===== src/rtl/number_bcd_module.sv =====
// rtl/number_bcd_module.sv - 10-bit binary to 3-digit BCD, shift-add-3 over 10 cycles.
// Optional NUMBER_BCD_CLAMP_EN: out-of-range inputs show 999 instead of the FFF blank code.
module number_bcd_module (
  input  logic        CLK,
  input  logic        RSTn,
  input  logic        Start_Sig,
  input  logic [9:0]  Binary_Sig,
  output logic [11:0] Number_Sig,
  output logic        Done_Sig,
  output logic        Busy_Sig,
  output logic        Ovf_Sig
);

`ifdef NUMBER_BCD_CLAMP_EN
  localparam logic [11:0] OVF_CODE = 12'h999;
`else
  localparam logic [11:0] OVF_CODE = 12'hFFF;
`endif

  typedef enum logic [1:0] {IDLE, SHIFT, DONE} state_t;

  state_t      state_q, state_d;
  logic [21:0] work_q, work_d;
  logic [3:0]  cnt_q, cnt_d;
  logic        ovf_q, ovf_d;
  logic [11:0] number_q, number_d;
  logic        done_q, done_d;
  logic        busy_q, busy_d;
  logic        ovf_out_q, ovf_out_d;
  logic [21:0] adj;

  // Working register is {hundreds, tens, ones, binary}; digits are corrected on pre-add values.
  always_comb begin
    adj = work_q;
    if (work_q[13:10] >= 4'd5) adj[13:10] = work_q[13:10] + 4'd3;
    if (work_q[17:14] >= 4'd5) adj[17:14] = work_q[17:14] + 4'd3;
    if (work_q[21:18] >= 4'd5) adj[21:18] = work_q[21:18] + 4'd3;
  end

  always_ff @(posedge CLK or negedge RSTn) begin
    if (!RSTn) state_q <= IDLE;
    else       state_q <= state_d;
  end

  always_comb begin
    state_d = state_q;
    case (state_q)
      IDLE:    if (Start_Sig) state_d = SHIFT;
      SHIFT:   if (cnt_q == 4'd9) state_d = DONE;
      DONE:    state_d = IDLE;
      default: state_d = IDLE;
    endcase
  end

  always_comb begin
    work_d    = work_q;
    cnt_d     = cnt_q;
    ovf_d     = ovf_q;
    number_d  = number_q;
    done_d    = 1'b0;
    busy_d    = busy_q;
    ovf_out_d = ovf_out_q;
    case (state_q)
      IDLE: begin
        if (Start_Sig) begin
          work_d = {12'b0, Binary_Sig};
          ovf_d  = (Binary_Sig > 10'd999);
          cnt_d  = 4'd0;
          busy_d = 1'b1;
        end
      end
      SHIFT: begin
        work_d = {adj[20:0], 1'b0};
        cnt_d  = cnt_q + 4'd1;
      end
      DONE: begin
        number_d  = ovf_q ? OVF_CODE : work_q[21:10];
        ovf_out_d = ovf_q;
        done_d    = 1'b1;
        busy_d    = 1'b0;
      end
      default: ;
    endcase
  end

  always_ff @(posedge CLK or negedge RSTn) begin
    if (!RSTn) begin
      work_q    <= 22'd0;
      cnt_q     <= 4'd0;
      ovf_q     <= 1'b0;
      number_q  <= 12'h000;
      done_q    <= 1'b0;
      busy_q    <= 1'b0;
      ovf_out_q <= 1'b0;
    end else begin
      work_q    <= work_d;
      cnt_q     <= cnt_d;
      ovf_q     <= ovf_d;
      number_q  <= number_d;
      done_q    <= done_d;
      busy_q    <= busy_d;
      ovf_out_q <= ovf_out_d;
    end
  end

  assign Number_Sig = number_q;
  assign Done_Sig   = done_q;
  assign Busy_Sig   = busy_q;
  assign Ovf_Sig    = ovf_out_q;

endmodule

===== config.mk =====
export PLATFORM = sky130hd
export DESIGN_NAME = number_bcd_module
export DESIGN_NICKNAME = d
export VERILOG_FILES = /design/src/rtl/number_bcd_module.sv
export SDC_FILE = /design/constraint.sdc
export NUM_CORES = 1
export LEC_CHECK = 0
export CORE_ASPECT_RATIO = 1.25
export CORE_MARGIN = 2
export CORE_UTILIZATION = 50
export DETAILED_ROUTE_END_ITERATION = 6
export GPL_TIMING_DRIVEN = 0
export PLACE_DENSITY_LB_ADDON = 0.25
export SETUP_SLACK_MARGIN = 0.3
export SYNTH_ARGS = -nofsm -noshare
export SYNTH_HDL_FRONTEND = slang
export SYNTH_SLANG_ARGS = --single-unit

===== constraint.sdc =====
create_clock -name CLK -period 2 [get_ports CLK]
set_input_delay 0.2 -clock CLK [delete_from_list [all_inputs] [get_ports CLK]]
set_output_delay 0.2 -clock CLK [all_outputs]
set_load 0.03 [all_outputs]

==> flow_summary.yaml, run 1 <==
drt:
  drc_errors: 0
  drt_iter0_markers: 45
  drtAntennaViolNets: 0
  first_pass_iters: 4
  num_vias: 1551
  wl_per_cell_um: 13.27
  totalWireLength_um: 3941
  vias_per_cell: 5.222
yosys:
  syn_nets: 225
  ys_top_cells_by_area: "dfrtp_1 55%, o21ai_0 6.4%, nand2_1 6.1%"
  synthFlopType: "dfrtp_1"
  synth-async-reset-ratio_pct: 100.0
  synth_warnings: 0
  synth_common_cells: "44 x dfrtp_1, 33 x nand2_1, 26 x o21ai_0"
  synth_cell_types: 26
  ys_ff_latch: 44
  yosysTopAreaCellShare_pct: 54.52
  synth_area_sq_um: 2019
  synth_edf_count: 0
  syn_area_per_cell_sq_um: 9.899
  ys_seq_area_share_pct: 54.52
  syn_inst: 204
  synth.most_common_cell: "dfrtp_1"
  synth_top_cell_by_area: "dfrtp_1"
sta:
  slew-limit-headroom_pct: 60.98
  max_freq_mhz: 622.9
  fin_crit_sh_pct: 80.27
  worst_slew_pin_slew_ns: 0.5828
  skew_ns: 0.006124
  hold_viol_final: 0
  setup_tns_ns: 0
  min_period_ns: 1.605
  rsz0062_at_grt: "true"
  report.final.slew_viol_count: 0
  final-setup-viol-count: 0
  finalWorstSetupSlack_ns: 0.3945
die:
  die_x_um: 60.84
  fp-row-count: 25
  initial_core_util_pct: 52.92
  die-area_sq_um: 4566
  io_pins: 28
  coreArea_sq_um: 3816
  dieHeight_um: 75.06
cells_and_area:
  final_nets: 263
  antenna_cells: 0
  fillers: 340
  fin_cells: 297
  area.growth.synth_to_final_pct: 23.67
  final_area_sq_um: 2497
  drive_above_1_share_pct: 10.70
worst_setup_path:
  crit_required_ns: 2.22
  path_delay_family: "flip-flops"
  reg2regPathDepth: 6
  path_cells: "inv_1 -> ha_1 -> nand2b_1 -> a21oi_2 -> mux2_2 -> o21ai_0"
  cp.depth: 6
  crit_end: "work_q[16]"
  startpoint: "work_q[14]"
  endpoint_kind: "flip-flop"
  worstReg2RegStart: "work_q[14]"
  r2r_slack_ns: 0.39
  slowest_stage: "dfrtp_1"
  cp_num_buf_inv: 1
  start_kind: "flip-flop"
  reg2reg_to: "work_q[16]"
  slowest_delay_ns: 0.43
  worstPathArrival_ns: 1.82
  cp_max_fo: 5
  worstSetupPathType: "flip-flop to flip-flop"
grt:
  gr-total-overflow: 0
  grtUsageTotal_pct: 20.41
  grt_max_degree: 33
  antenna_found_initial: 0
  grt_first_pass_wirelength_um: 6796
  first_global_vias: 1590
power_and_ir_drop:
  ir_drop_mv: 0.6595
  leakagePower_nw: 1.135
  p_per_area_nw_per_um2: 1561
clock_tree:
  ctsRootBufferMaster: "clkbuf_8"
  cts_tree: "yes"
  cts_inserted_buffers: 5
  path_clk_slew_ns: 0.08
  htreeDepth: 2
  cts.sinks: 44
  ctsLongestPathBuffers: 2
  clk_latency_ns: 0.30
place:
  dpl.hpwl_um: 2891
  dp.cells: 286
  dpl_cell_area_sq_um: 2372
  pre_cts_slack_ns: 0.2261
  portBuffers: 27
  gp_congestion: 0.7990
status:
  status: "completed"
hold_path:
  hold_path_class: "input port to async pin"
flow_run:
  drv_cap: 0
-- logic make-up (layout without fill, tap and decap cells) --
group / Yosys count / count (layout) / synth area share [%]
adders and majority gates: 8 / 8 / 4.957
muxes: 4 / 4 / 2.230
buffers and inverters: 18 / 57 / 4.151
xor gates and xnor gates: 5 / 5 / 2.169
AOI/OAI and AO/OA: 49 / 49 / 14.68
and+or+nand+nor: 76 / 76 / 17.29
DFF: 44 / 44 / 54.52
-- metal layers --
metal	vias up	global-route usage (%)	share of wire [%]
met2	28	35.60	53
met1	735	23.71	42
li1	783	-	-
met4	0	7.488	1.6
met3	5	5.670	3.2
met5	-	0	0
-- how the worst min path moves through the flow --
stage / start / to / slack [ns] / cells past startpoint
floorplan: RSTn / Busy_Sig / -0.1 / 0
global route: RSTn / work_q[0] / 0.36 / 2
CTS: RSTn / work_q[0] / 0.33 / 2
global placement: work_q[5] / work_q[5] / 0.46 / 2
detailed placement: RSTn / Number_Sig[0] / 0.11 / 1
finish: RSTn / Number_Sig[1] / 0.32 / 2
-- final cells by class --
| type | instances | area (sq um) | share of cell area, % |
|---|---|---|---|
| Buffer | 9 | 50.05 | 2.004 |
| Clock buffer | 6 | 82.58 | 3.307 |
| Clock inverter | 2 | 10.01 | 0.4008 |
| Inverter | 9 | 33.78 | 1.353 |
| Multi-Input combinational cell | 142 | 842.1 | 33.72 |
| Sequential cell | 44 | 1101 | 44.09 |
| Tap cell | 54 | 67.56 | 2.705 |
| Timing Repair Buffer | 31 | 310.3 | 12.42 |
-- what timing repair did --
action | in CTS | in global routing
resized for setup | 2 | 0
pin swaps | 0 | 2
hold endpoints to repair | 12 | 0
setup endpoints to repair | 2 | 2
setup buffers | 0 | 2
hold buffers | 1 | 0
-- stage by stage --
step / utilization (%) / hold slack, ns / total power, W
detailed placement: 62.16 / 0.1127 / 0.003293
global route: 65.44 / 0.3562 / 0.004218
floorplan: - / -0.09559 / 0.002715
CTS: 65.05 / 0.3336 / 0.003883
global placement: 61.77 / 0.4610 / 0.003215
finish: 65.44 / 0.3167 / 0.003898
-- power by group --
part	internal, W	switching [W]
clock network	0.000276	0.000302
logic	0.000785	0.00100
registers	0.00126	0.000277
-- registers in the layout, indices dropped and copies added, names as in the netlist --
| name | cells |
|---|---|
| cnt_q | 4 |
| Number_Sig | 12 |
| Done_Sig | 1 |
| Ovf_Sig | 1 |
| work_q | 22 |
| Busy_Sig | 1 |
| state_q | 2 |
| ovf_q | 1 |
-- placed cells by master (no fill, tap or decap), types with 7 or more instances in the layout --
cell,n
inv_1,9
nand2_1,33
dfrtp_1,44
ha_1,8
nor2_1,20
o21ai_0,26
o31ai_1,7
nand3_1,12
clkdlybuf4s50_1,26
No activity file was read; power rests on OpenSTA's default activity.
==> run 2, diff against run 1 <==
CORE_UTILIZATION = 48   (was 50)
clock period = 1.4 ns   (was 2 ns; I/O delays follow)
==> flow_summary.yaml, run 2 (synthesis gave the netlist of run 1 again) <==
status:
  status: "finished, violations left"
  violations: "negative setup slack"
clock_tree:
  ctsLongestPathBuffers: 2
  path_clk_slew_ns: 0.08
  cts_inserted_buffers: 5
  cts.sinks: 44
  cts_tree: "yes"
  clk_latency_ns: 0.30
  ctsRootBufferMaster: "clkbuf_8"
  htreeDepth: 2
grt:
  grt_first_pass_wirelength_um: 9825
  gr-total-overflow: 0
  first_global_vias: 1978
  grt_max_degree: 34
  antenna_found_initial: 0
  grtUsageTotal_pct: 28.27
place:
  portBuffers: 27
  dpl.hpwl_um: 2960
  dp.cells: 288
  gp_congestion: 0.7582
sta:
  max_freq_mhz: 665.7
  skew_ns: 0.004624
  slew-limit-headroom_pct: 78.03
  fin_crit_sh_pct: 107.3
  hold_viol_final: 0
  finalWorstSetupSlack_ns: -0.1021
  min_period_ns: 1.502
  final-setup-viol-count: 29
  worst_slew_pin_slew_ns: 0.3295
  rsz0062_at_grt: "true"
  report.final.slew_viol_count: 0
power_and_ir_drop:
  p_per_area_nw_per_um2: 2508
  ir_drop_mv: 1.474
  leakagePower_nw: 1.555
cells_and_area:
  antenna_cells: 0
  utilization_pct: 85.17
  seq_area_sq_um: 1104
  largest_reg_flops: 22
  largest-register: "work_q"
  fillers: 201
  multi_input_area_sq_um: 1339
  final_common_cell: "dfrtp_1"
  area.growth.synth_to_final_pct: 71.50
  final_cell_mix: "42 x dfrtp_1, 25 x buf_4, 19 x nor2_1"
  final_nets: 301
  drive_above_1_share_pct: 58.36
  fin_cells: 337
drt:
  drt_iter0_markers: 90
  totalWireLength_um: 6950
  num_vias: 1940
  wl_per_cell_um: 20.62
  vias_per_cell: 5.757
  first_pass_iters: 4
  drtAntennaViolNets: 0
  drc_errors: 0
die:
  io_pins: 28
  coreArea_sq_um: 4066
  dieHeight_um: 76.52
  fp-row-count: 26
  initial_core_util_pct: 49.66
  die_x_um: 62.02
  die-area_sq_um: 4745
worst_setup_path:
  reg2reg_to: "cnt_q[3]"
  endpoint_kind: "flip-flop"
  path_cells: "buf_4 -> buf_6 -> buf_6 -> nor2b_4 -> nand4_1 -> nand3_2 -> o21ai_1"
  slowest_stage: "dfrtp_1"
  slowest_delay_ns: 0.37
  worstPathArrival_ns: 1.69
  reg2regPathDepth: 7
  start_kind: "flip-flop"
  cpMostUsedCell: "buf_6"
  r2r_slack_ns: -0.10
  path_delay_family: "simple AND/OR/NAND/NOR gates"
  worstSetupPathType: "flip-flop to flip-flop"
  crit_required_ns: 1.59
  cp_num_buf_inv: 3
  cp_max_fo: 6
  worstReg2RegStart: "state_q[0]"
hold_path:
  hold_path_class: "input port to async pin"
flow_run:
  drv_cap: 0
==> run 2: cell types whose count changed in the layout (fill, tap and decap cells not counted), sizes merged <==
cell | previous run | this run
clkinv | 2 | 0
bufinv | 0 | 3
clkdlybuf4s15 | 0 | 1
buf | 10 | 60
clkbuf | 9 | 8
nand2 | 34 | 35
bufbuf | 0 | 1
clkdlybuf4s50 | 26 | 11
==> run 2: timing repair <==
action	in CTS	in global routing
hold buffers	1	0
pin swaps	23	17
resized for setup	168	47
endpoints found under the setup margin	57	43
hold endpoints to repair	11	0
buffers inserted	26	7
cloned	7	0
==> run 2: stage by stage <==
stage               cell area (sq um)  setup WS [ns]  hold WS, ns  setup TNS (ns)  total power (W)
floorplan                        2143        0.04083      -0.1556               0         0.004317
global placement                 2484        -0.9802       0.4597          -48.19         0.005077
detailed placement               2499        -0.3732      0.04612          -5.434         0.005190
CTS                              3204       -0.02052       0.2556        -0.05536         0.007599
global route                     3463        -0.1435       0.2852          -2.107         0.009105
finish                           3463        -0.1021       0.2413          -1.022         0.008686
==> run 2: worst max path at each step <==
stage | slack [ns] | startpoint | cells after the start | end
final | -0.10 | state_q[0] | 7 | cnt_q[3]
after global routing | -0.14 | state_q[0] | 7 | cnt_q[3]
after CTS | -0.02 | work_q[14] | 5 | work_q[16]
after detailed placement | -0.37 | Start_Sig | 5 | cnt_q[0]
after floorplan | 0.04 | state_q[0] | 5 | work_q[17]
after global placement | -0.98 | RSTn | 1 | work_q[4]
==> run 2: layout make-up <==
class | count | area share [%]
clock inverters | 3 | 2.601
plain buffers | 9 | 3.721
multi-input cells | 143 | 38.66
flip-flops and latches | 44 | 31.86
well taps | 56 | 2.023
clock buffers | 5 | 1.987
inverters | 9 | 1.192
repair buffers | 68 | 17.96
==> run 2: metal layers <==
| metal | routed length [um] | GRT usage, % | vias up | share of wire, % |
|---|---|---|---|---|
| li1 | - | - | 864 | - |
| met1 | 2633 | 32.75 | 970 | 38 |
| met2 | 3750 | 48.02 | 83 | 54 |
| met3 | 309 | 4.924 | 23 | 4.4 |
| met4 | 256 | 13.19 | 0 | 3.7 |
| met5 | 0 | 0 | - | 0 |
==> run 2: report_power, final <==
group          total, W  leakage (nW)  switching [W]  internal [W]
registers       0.00238         0.548       0.000578       0.00180
logic           0.00498         0.928        0.00256       0.00241
clock network   0.00133        0.0784       0.000440      0.000892
==> run 3, diff against run 2 <==
CTS_BUF_LIST = sky130_fd_sc_hd__clkbuf_16   (was not set)
==> flow_summary.yaml, run 3 (synthesis gave the netlist of run 1 again) <==
drt:
  num_vias: 1952
  first_pass_iters: 4
  vias_per_cell: 5.827
  totalWireLength_um: 7035
  drtAntennaViolNets: 0
  drc_errors: 0
  wl_per_cell_um: 21.00
  drt_iter0_markers: 148
grt:
  antenna_found_initial: 0
  first_global_vias: 1877
  grtUsageTotal_pct: 24.97
  grt_max_degree: 34
  grt_first_pass_wirelength_um: 8769
  gr-total-overflow: 0
place:
  dpl.hpwl_um: 2960
  dp.cells: 288
  pre_cts_slack_ns: -0.3732
  gp_congestion: 0.7582
  portBuffers: 27
clock_tree:
  cts_inserted_buffers: 5
  ctsRootBufferMaster: "clkbuf_16"
  cts.sinks: 44
  htreeDepth: 2
  cts_tree: "yes"
  clk_latency_ns: 0.28
  path_clk_slew_ns: 0.06
  ctsLongestPathBuffers: 2
status:
  status: "finished, violations left"
  violations: "negative setup slack"
sta:
  rsz0062_at_grt: "true"
  fin_crit_sh_pct: 105.2
  report.final.slew_viol_count: 0
  timing.hold.ws_ns: 0.2818
  final-setup-viol-count: 10
  max_freq_mhz: 679.2
  worst_slew_pin_slew_ns: 0.3348
  min_period_ns: 1.472
  hold_viol_final: 0
  skew_ns: 0.005671
  finalWorstSetupSlack_ns: -0.07240
  slew-limit-headroom_pct: 77.68
  setup_tns_ns: -0.3867
power_and_ir_drop:
  p_sw_share_pct: 40.34
  internal_power_w: 0.005403
  p_comb_share_pct: 54.7
  seq_power_share_pct: 26.8
  power.switching_w: 0.003654
  leakagePower_nw: 1.565
  p_per_area_nw_per_um2: 2553
  clkPwrFrac_pct: 18.5
  ir_drop_mv: 1.646
die:
  dieHeight_um: 76.52
  coreArea_sq_um: 4066
  io_pins: 28
  die_x_um: 62.02
  die-area_sq_um: 4745
  fp-row-count: 26
  initial_core_util_pct: 49.66
worst_setup_path:
  worstPathArrival_ns: 1.63
  worstSetupPathType: "input port to flip-flop"
  path_cells: "clkdlybuf4s50_1 -> or3b_4 -> buf_12 -> nand2_8 -> o31ai_2 -> a32o_1"
  crit_required_ns: 1.56
  start_kind: "input port"
  cp_max_fo: 7
  endpoint_kind: "flip-flop"
  slowest_stage: "clkdlybuf4s50_1"
  slowest_delay_ns: 0.53
cells_and_area:
  largest-register: "work_q"
  drive_above_1_share_pct: 58.42
  fin_cells: 335
  final_common_cell: "dfrtp_1"
  area.growth.synth_to_final_pct: 75.65
  final_nets: 299
  final_cell_mix: "42 x dfrtp_1, 21 x buf_4, 17 x nand2_1"
  largest_reg_flops: 22
  antenna_cells: 0
hold_path:
  hold_path_class: "input port to async pin"
flow_run:
  drv_cap: 0
==> run 3: cell count changes in the layout (fill, tap and decap cells not counted), sizes merged <==
cell | before | now
buf | 60 | 59
bufbuf | 1 | 0
clkbuf | 8 | 9
nand2 | 35 | 34
==> run 3: metrics by stage <==
stage	total power, W	cell area, sq um	util [%]
after floorplan	0.004317	2143	-
after global placement	0.005077	2484	61.08
after detailed placement	0.005190	2499	61.45
after CTS	0.007688	3134	77.08
after global routing	0.009487	3547	87.23
final	0.009057	3547	87.23
==> run 3: worst max-delay path: cells and delay by family <==
kind / cells / cell delay (ns)
buffers and inverters: 2 / 0.70
AO/OA/AOI/OAI: 2 / 0.31
AND/OR/NAND/NOR: 2 / 0.48
==> run 3: metal layers <==
metal	vias to the layer above	track usage, %	wire length [um]
li1	864	-	-
met1	955	28.70	2449
met2	107	42.29	3784
met3	26	6.961	462
met4	0	9.149	339
met5	-	0	0
==> run 3: layout make-up <==
cell class                      count  area [sq um]
Buffer                              9         136.4
Timing Repair Buffer               67         645.6
Sequential cell                    44          1104
Fill cell                         168         519.2
Multi-Input combinational cell    142          1335
Inverter                            9         41.29
Clock inverter                      3         90.09
Clock buffer                        5         125.1
Tap cell                           56         70.07
==> run 3: power by group through the flow <==
stage                     Combinational [W]  Clock, W  Sequential (W)
after floorplan                     0.00180         0         0.00252
after global placement              0.00283         0         0.00225
after detailed placement            0.00293         0         0.00226
after CTS                           0.00377   0.00168         0.00225
after global routing                0.00525   0.00176         0.00248
final                               0.00495   0.00168         0.00243
==> run 3: repair_timing <==
item,in CTS,in global routing
endpoints found under the hold margin,11,0
pin swaps,12,29
resized for setup,95,126
setup buffers,22,11
endpoints found under the setup margin,57,53
hold buffers,1,0
gates cloned,2,3
==> run 3: final timing paths <==
check,slack [ns],cells after the start,startpoint,endpoint
worst max-delay path,-0.07,6,Start_Sig,work_q[17]
worst min-delay path,0.28,2,RSTn,Done_Sig
worst max register to register,-0.07,5,state_q[0],work_q[17]
worst min register to register,0.50,2,work_q[5],work_q[5]
max in group asynchronous,0.64,3,RSTn,work_q[14]
min in group CLK,0.39,3,Binary_Sig[0],work_q[0]
